**config.mk**
```make
export PLATFORM = sky130hd
export DESIGN_NAME = dpwm_comparador_flat
export DESIGN_NICKNAME = d
export VERILOG_FILES = /design/src/rtl/dpwm_comparador_if.sv /design/src/rtl/dpwm_comparador.sv /design/src/flat_wrapper.sv
export SDC_FILE = /design/constraint.sdc
export NUM_CORES = 1
export LEC_CHECK = 0
export ABC_AREA = 1
export CAP_MARGIN = 20
export CELL_PAD_IN_SITES_DETAIL_PLACEMENT = 0
export CELL_PAD_IN_SITES_GLOBAL_PLACEMENT = 2
export CORE_MARGIN = 10
export CORE_UTILIZATION = 28
export DETAILED_ROUTE_END_ITERATION = 6
export MAX_ROUTING_LAYER = met4
export PLACE_DENSITY_LB_ADDON = 0.1
export SLEW_MARGIN = 10
export SYNTH_ARGS = -nofsm -noshare
export SYNTH_HDL_FRONTEND = slang
export SYNTH_SLANG_ARGS = --single-unit
```
**constraint.sdc**
```tcl
create_clock -name clkFC -period 2.15 [get_ports clkFC]
set_input_delay 0.5375 -clock clkFC [delete_from_list [all_inputs] [get_ports clkFC]]
set_output_delay 0.5375 -clock clkFC [all_outputs]
set_load 0.01 [all_outputs]
```
**src/rtl/dpwm_comparador_if.sv**
```systemverilog
// ============================================================================
// Module      : dpwm_comparador_if
// Description : Ramp/duty bus between the DPWM ramp side and the comparator.
// Revision    : 1.0 - initial release
// ============================================================================
`default_nettype none

interface dpwm_comparador_if #(
    parameter int CNT_W = 10
);
    logic [CNT_W-1:0] cuenta10;
    logic [CNT_W-1:0] duty_in;
    logic             duty_valid;
    logic             duty_ready;
    logic [CNT_W-1:0] duty_active;
    logic             duty_clamped;
    logic             period_start;
    logic             pwm_hi;
    logic             pwm_lo;

    modport master (
        output cuenta10, duty_in, duty_valid,
        input  duty_ready, duty_active, duty_clamped, period_start, pwm_hi, pwm_lo
    );

    modport slave (
        input  cuenta10, duty_in, duty_valid,
        output duty_ready, duty_active, duty_clamped, period_start, pwm_hi, pwm_lo
    );
endinterface

`default_nettype wire

```
**src/rtl/dpwm_comparador.sv**
```systemverilog
// ============================================================================
// Module      : dpwm_comparador
// Description : Double-buffered duty compare against the ramp count, driving a
//               complementary gate pair with dead-time insertion.
// Revision    : 1.0 - initial release
// ============================================================================
`default_nettype none

module dpwm_comparador #(
    parameter int CNT_W      = 10,
    parameter int PERIOD_MAX = 1000,
    parameter int DT_CYC     = 2
) (
    input  logic                 clkFC,
    input  logic                 reset,
    dpwm_comparador_if.slave     bus
);

    localparam int               DT_W   = (DT_CYC > 1) ? $clog2(DT_CYC) : 1;
    localparam logic [DT_W-1:0]  DT_LOAD = DT_W'((DT_CYC > 0) ? DT_CYC - 1 : 0);
    localparam logic [CNT_W-1:0] C_MAX   = CNT_W'(PERIOD_MAX);

    typedef enum logic [1:0] {
        IDLE  = 2'd0,
        DEAD  = 2'd1,
        HI_ON = 2'd2,
        LO_ON = 2'd3
    } state_t;

    state_t           state_q, state_d;
    logic             target_q, target_d;
    logic [DT_W-1:0]  dt_cnt_q, dt_cnt_d;
    logic [CNT_W-1:0] pending_q, pending_d;
    logic             pend_full_q, pend_full_d;
    logic [CNT_W-1:0] duty_active_q, duty_active_d;
    logic             duty_clamped_q, duty_clamped_d;
    logic             period_start_q, period_start_d;
    logic             pwm_hi_q, pwm_hi_d;
    logic             pwm_lo_q, pwm_lo_d;

    logic accept;
    logic bound;
    logic over;
    logic raw;

    assign accept = bus.duty_valid && !pend_full_q;
    assign bound  = (bus.cuenta10 == '0);
    assign over   = (bus.duty_in > C_MAX);
    // Full-scale duty forces the high side on even at the wrap sample.
    assign raw    = (duty_active_q == C_MAX) ? 1'b1 : (bus.cuenta10 < duty_active_q);

    always_comb begin
        pending_d      = pending_q;
        pend_full_d    = pend_full_q;
        duty_active_d  = duty_active_q;
        duty_clamped_d = accept && over;
        period_start_d = bound;
        if (bound && pend_full_q) begin
            duty_active_d = pending_q;
            pend_full_d   = 1'b0;
        end
        if (accept) begin
            pending_d   = over ? C_MAX : bus.duty_in;
            pend_full_d = 1'b1;
        end
    end

    always_comb begin
        state_d  = state_q;
        target_d = target_q;
        dt_cnt_d = dt_cnt_q;
        case (state_q)
            IDLE: begin
                if (DT_CYC == 0) begin
                    state_d = raw ? HI_ON : LO_ON;
                end else begin
                    state_d  = DEAD;
                    target_d = raw;
                    dt_cnt_d = DT_LOAD;
                end
            end
            HI_ON: begin
                if (!raw) begin
                    if (DT_CYC == 0) begin
                        state_d = LO_ON;
                    end else begin
                        state_d  = DEAD;
                        target_d = 1'b0;
                        dt_cnt_d = DT_LOAD;
                    end
                end
            end
            LO_ON: begin
                if (raw) begin
                    if (DT_CYC == 0) begin
                        state_d = HI_ON;
                    end else begin
                        state_d  = DEAD;
                        target_d = 1'b1;
                        dt_cnt_d = DT_LOAD;
                    end
                end
            end
            DEAD: begin
                // A pulse that reverses during dead time restarts it, swallowing the pulse.
                if (raw != target_q) begin
                    target_d = raw;
                    dt_cnt_d = DT_LOAD;
                end else if (dt_cnt_q == '0) begin
                    state_d = target_q ? HI_ON : LO_ON;
                end else begin
                    dt_cnt_d = dt_cnt_q - 1'b1;
                end
            end
            default: state_d = IDLE;
        endcase
        pwm_hi_d = (state_d == HI_ON);
        pwm_lo_d = (state_d == LO_ON);
    end

    always_ff @(posedge clkFC or negedge reset) begin
        if (!reset) begin
            state_q        <= IDLE;
            target_q       <= 1'b0;
            dt_cnt_q       <= '0;
            pending_q      <= '0;
            pend_full_q    <= 1'b0;
            duty_active_q  <= '0;
            duty_clamped_q <= 1'b0;
            period_start_q <= 1'b0;
            pwm_hi_q       <= 1'b0;
            pwm_lo_q       <= 1'b0;
        end else begin
            state_q        <= state_d;
            target_q       <= target_d;
            dt_cnt_q       <= dt_cnt_d;
            pending_q      <= pending_d;
            pend_full_q    <= pend_full_d;
            duty_active_q  <= duty_active_d;
            duty_clamped_q <= duty_clamped_d;
            period_start_q <= period_start_d;
            pwm_hi_q       <= pwm_hi_d;
            pwm_lo_q       <= pwm_lo_d;
        end
    end

    assign bus.duty_ready   = !pend_full_q;
    assign bus.duty_active  = duty_active_q;
    assign bus.duty_clamped = duty_clamped_q;
    assign bus.period_start = period_start_q;
    assign bus.pwm_hi       = pwm_hi_q;
    assign bus.pwm_lo       = pwm_lo_q;

endmodule

`default_nettype wire
```
**src/flat_wrapper.sv**
```systemverilog
// flat-port wrapper written by rule: the top's interface ports become plain ports
module dpwm_comparador_flat 
#(
    parameter int CNT_W      = 10,
    parameter int PERIOD_MAX = 1000,
    parameter int DT_CYC     = 2
)
  (clkFC, reset, bus_cuenta10, bus_duty_in, bus_duty_valid, bus_duty_ready, bus_duty_active, bus_duty_clamped, bus_period_start, bus_pwm_hi, bus_pwm_lo);
  dpwm_comparador_if #(.CNT_W(CNT_W)) bus_i ();
  input  logic clkFC;
  input  logic reset;
  input wire logic [$bits(bus_i.cuenta10)-1:0] bus_cuenta10;
  input wire logic [$bits(bus_i.duty_in)-1:0] bus_duty_in;
  input wire logic [$bits(bus_i.duty_valid)-1:0] bus_duty_valid;
  output wire logic [$bits(bus_i.duty_ready)-1:0] bus_duty_ready;
  output wire logic [$bits(bus_i.duty_active)-1:0] bus_duty_active;
  output wire logic [$bits(bus_i.duty_clamped)-1:0] bus_duty_clamped;
  output wire logic [$bits(bus_i.period_start)-1:0] bus_period_start;
  output wire logic [$bits(bus_i.pwm_hi)-1:0] bus_pwm_hi;
  output wire logic [$bits(bus_i.pwm_lo)-1:0] bus_pwm_lo;
  assign bus_i.cuenta10 = bus_cuenta10;
  assign bus_i.duty_in = bus_duty_in;
  assign bus_i.duty_valid = bus_duty_valid;
  assign bus_duty_ready = bus_i.duty_ready;
  assign bus_duty_active = bus_i.duty_active;
  assign bus_duty_clamped = bus_i.duty_clamped;
  assign bus_period_start = bus_i.period_start;
  assign bus_pwm_hi = bus_i.pwm_hi;
  assign bus_pwm_lo = bus_i.pwm_lo;
  dpwm_comparador #(.CNT_W(CNT_W), .PERIOD_MAX(PERIOD_MAX), .DT_CYC(DT_CYC)) u_core (.clkFC(clkFC), .reset(reset), .bus(bus_i));
endmodule
```
# Word level (Yosys, flattened, before mapping)

Cells that the tools add are included.

Register bits after elaboration: 29
Bits of input ports: 23
Logic and storage cells: 50

Add/sub/neg operators: 1
$lt $le $gt $ge: 2
Equality and inequality tests: 10
Mux-type cells: 18
Reductions and logical operators: 9

Operators by type and width:

| cell                                                  | number |
|---|---|
| == test 10 bit, second input constant                 | 1 |
| greater-than comparator 10 bit, second input constant | 1 |
| zero test 10 bit                                      | 1 |
| < comparator 10 bit                                   | 1 |
| two-way mux 1 bit                                     | 10 |
| two-way mux 10 bit                                    | 1 |
| == test 2 bit, second input constant                  | 4 |
| two-way mux 2 bit                                     | 4 |
| one-hot mux 1 bit (4 select lines)                    | 2 |
| one-hot mux 2 bit (4 select lines)                    | 1 |
| inequality test 2 x 1 -> 1 bit, second input constant | 2 |
| logical AND 1 bit                                     | 3 |
| AND reduction 3 bit                                   | 1 |
| == test 2 x 1 -> 1 bit, second input constant         | 1 |
| zero test 2 bit                                       | 1 |
| inequality test 2 bit, second input constant          | 1 |
| AND reduction 2 bit                                   | 1 |
| nonzero test 2 bit                                    | 1 |
| zero test 1 bit                                       | 1 |
| inequality test 1 bit                                 | 1 |
| subtractor 1 bit, second input constant               | 1 |

# Logic depth before layout (Yosys ltp)

Depth in word-level cells: 6
Mapped depth: 15
Mapped depth without buffers: 15

# Worst setup path before layout

Ideal clock, no wire load.

Kind: input to register
From: in bus_cuenta10[9]
To: reg u_core.target_q
Setup time: 117 ps
Arrival time: 1551 ps
Required time: 2033 ps
Setup slack: 482 ps
Cell stages on the path: 10
Cells stage by stage: ha_1 -> a21o_1 -> nor2_2 -> nand3_2 -> nand2_2 -> nand2_2 -> nand3_2 -> nand2_2 -> nand2_1 -> nand2_1

Cells in the longest elaborated chain, start to end: 5
Elaborated cells between the ends (all ways): 9

Ends and longest elaborated chain:

| element                                  | line                   | RTL |
|---|---|---|
| start: declaration                       | flat_wrapper.sv:12     | `input wire logic [$bits(bus_i.cuenta10)-1:0] bus_cuenta10;` |
| < comparator 10 bit (*)                  | dpwm_comparador.sv:50  | `assign raw = (duty_active_q == C_MAX) ? 1'b1 : (bus.cuenta10 < duty_active_q);` |
| two-way mux 1 bit (*)                    | dpwm_comparador.sv:50  |  |
| inequality test 1 bit                    | dpwm_comparador.sv:106 | `if (raw != target_q) begin` |
| inequality test 2 x 1 -> 1 bit (no line) | --                     |  |
| AND reduction 3 bit (no line)            | --                     |  |
| end signal: assignment                   | dpwm_comparador.sv:135 | `target_q <= target_d;` |
| end: declaration                         | dpwm_comparador.sv:31  | `logic target_q, target_d;` |

Mark *: on every way between the ends. The rest lies on a longest branch, timed or not. The select of a mux whose other input is x is not followed.
A chain may end at the register's enable or synchronous reset.

# Worst setup path in the final report

Same ends and word-level chain as after synthesis.

==> results list <==
- Run status: finished clean
* Top Usage Layer GRT: met2
* Number of antenna violations at the first check in global routing: 0
* Crit path max fanout: 4
* Count of input and output buffers: 37
* DR vias: 1,256
- Via-per-instance ratio: 4.27
- Antenna viol nets, final: 0
- Die outline area: ~8800 um^2
* Seq/Total Area, Yosys: 47.7%
- In this run, the number of DRC markers left after iteration 0 of detailed routing was 32.
- In this run the number of H-tree levels came out at 2.
- Core area: between 5000 and 6000 um^2
* Clock root buffer: clkbuf_8
* Req. time, crit path: 2320 ps
* Number of global-route vias before repair: 1,362
- Wire length of the first global-routing pass: 6620 um
- From left edge to right edge, the die measures 93.7 um.
* Layout-stage area growth over the synthesis result: 38.8%
- Unrepaired setup endpoints after global routing: no
- Avg Inst Size Synth: 8.60 um^2
- Per-cell routed wire length: 12.9 um
* EDFF count, synth: 0
* Floorplan die height: 93.7 um
- Cell mode on critical path: nand2_2
- Antenna diode count: 0
* Share of the synthesized area in the top cell type: 47.7%
* Detailed-route DRC error count: 0
- Count of final max-slew check failures: 0
- Setup violations remaining at the end of the flow were counted as 0.
* Type of element launching the critical path: primary input
- The clock net in this run drives a total of 29 sinks.
- CP peak stage delay: 430 ps
- Fmax achieved: approximately 500 MHz
- On the critical path, the stage with the largest delay is an instance of clkdlybuf4s50_1.
* Maximum VDD drop: 0.289 mV
* Share of final-layout standard cells stronger than drive strength 1: 15.2%
- Count of warnings emitted by yosys: 0
* Synthesized Nets: between 200 and 250
- Hold-fix buffers at CTS: 0
- Once the clock tree was built, the resizer swapped 0 gates to a different size.
- Largest net degree at the start of global routing: 30
- Worst EP arrival: approximately 2100 ps
- In this run the power density over the cells is 706 nW/um^2.
* Placer congestion estimate: between 0.7 and 0.8
- Total CTS buffers: 5
- # rows: 26
* Met3 usage: 2.80%
- Synth top cells by count: nand2_1 (55), dfrtp_1 (29), inv_1 (23), o21ai_0 (13), ha_1 (9)
- Setup TNS: 0 ps
- The finished cells cover 2110 um^2.
- The cell count after synthesis came out at 177.
- Traced cell by cell, the critical path runs through clkdlybuf4s50_1, ha_1, nand2_1, nor2_2, nand3_1, nand3_2, nand2_2, nand2_2, nand2_2, inv_2, nand2_2, nand2_1, nand2_1.
- Cell area after synthesis: 1520 um^2
- Tightest Hold Check Type: reg2reg
* Asr flop ratio synth: 100%
- Global routing finished with a remaining overflow of 0.
- GRT Total Usage: 9.73%
- For this block, the routed nets add up to 3780 um of wire.
* Seq cells post-synth: 29
* CP Class: in2reg
- Crit path buf inv count: 2
* Fin crit share: 91.3%
- For the worst-skew pair, the clock arrives at the later sink with an insertion delay of about 270 ps.
- Slew at the pin closest to its max-slew limit: 374 ps
- Final count of hold timing violations: 0
* Clock transition at the registers of the reported paths: 60 ps
- On the final layout, the worst clock skew is 1.72 ps.
- In the global route stage, met1 resource usage came out at approximately an eighth.
- Relative slew margins: between 70% and 80%
- Max Cap Viol: 0
- The largest total area in the synthesized netlist belongs to dfrtp_1.
- Overall power: ~0.0015 W
- Starting Density: 29.4%
* Placement-stage cell area: 2010 um^2
- Final-stage net count: 255
* Ranking of synthesized cells by area: dfrtp_1 (48%), nand2_1 (14%), ha_1 (7.4%), inv_1 (5.7%), o21ai_0 (4.3%)
- The first detailed-routing pass took 4 iterations.
* Leakage power total: 1.05 nW
- Clock tree from TritonCTS: yes
* Kind of cell adding the most delay to the critical path: simple AND/OR/NAND/NOR gates
- The most common cell in the synthesized netlist is nand2_1.
- Post-detail-place hpwl: about 3100 um
* Final critical delay including setup and external delays: 1960 ps
* Maximum clock insertion buffer count: 2
- The worst setup path is captured at a flop.
* Synth Flop Type: dfrtp_1
- The number of setup buffers added after CTS is 0.
- Cell variety after synth: 27
- Io pins: 38
* Met2 routing resource usage after global routing: between 10% and 20%
## final timing paths
path / slack (ps) / from / to / depth (start not counted)
worst max-delay path: 190 / bus_cuenta10[9] / u_core.target_q / 13
worst min-delay path: 470 / u_core.pending_q[7] / u_core.pending_q[7] / 2
worst max register to register: 380 / u_core.bus.duty_active[9] / u_core.target_q / 11
worst min register to register: 470 / u_core.pending_q[7] / u_core.pending_q[7] / 2
max in group asynchronous: 1230 / reset / u_core.pending_q[8] / 2
min in group asynchronous: 640 / reset / u_core.pending_q[0] / 2
## cell type report
class | instances | area [um^2]
Inverter | 26 | 97.6
Sequential cell | 29 | 726
Tap cell | 70 | 87.6
Timing Repair Buffer | 42 | 420
Clock buffer | 7 | 96.3
Fill cell | 524 | 3060
Multi-Input combinational cell | 119 | 679
Clock inverter | 1 | 5.00
## metrics by stage
step	utilization [%]	setup WS (ps)	std cells	hold slack, ps
5_1_grt	40.8	32.3	294	506
4_1_cts	40.8	178	294	478
2_1_floorplan	-	482	177	242
3_5_place_dp	38.9	-106	286	463
3_3_place_gp	38.9	-53.0	286	466
6_report	40.8	186	294	472
## placed cells by master (no fill, tap or decap), types with 2 or more instances in the layout
master / count
buf_4: 4
nand3b_1: 2
o21ai_0: 13
dfrtp_1: 29
clkdlybuf4s50_1: 37
nor2_2: 2
nor2_1: 8
nand3_2: 2
inv_1: 23
clkbuf_8: 7
nand4_1: 3
nand2_2: 7
ha_1: 9
nand3_1: 3
a21oi_1: 4
nand2_1: 55
inv_2: 3
## logic make-up (layout without fill, tap and decap cells)
logic type	after synthesis	after routing	synth area share, %
AND/OR/NAND/NOR	89	89	29.3
flip-flops	29	29	47.7
buffers and inverters	29	76	7.65
AO/OA/AOI/OAI	20	20	6.99
adder cells (fa/ha/maj)	9	9	7.40
multiplexers	1	1	0.987
## worst reg2reg max path, delay by kind of cell, from the launching register on
family	cells	cell delay [ps]
adder cells (fa/ha/maj)	1	320
AO/OA/AOI/OAI	1	190
flip-flops	1	390
AND/OR/NAND/NOR	8	660
buffers and inverters	1	110
## report_power, final
group	switching, W	internal [W]	total (W)
clock	0.000197	0.000289	0.000486
combinational	0.000195	0.000160	0.000354
sequential	0.0000390	0.000612	0.000651
## per-layer routing
| metal | vias to the layer above | share of wire (%) |
|---|---|---|
| li1 | 651 | - |
| met1 | 562 | 49 |
| met2 | 36 | 43 |
| met3 | 7 | 5.2 |
| met4 | 0 | 2.0 |
| met5 | - | 0 |
## state kept, by name, summed over array words and instances, names as in the netlist
name and count:
u_core.pend_full_q 1, u_core.bus.pwm_lo 1, u_core.pending_q 10, u_core.bus.duty_active 10, u_core.target_q 1, u_core.bus.pwm_hi 1, u_core.state_q 2, u_core.bus.duty_clamped 1
u_core.bus.period_start 1, u_core.dt_cnt_q 1
No activity file was read; power rests on OpenSTA's default activity.
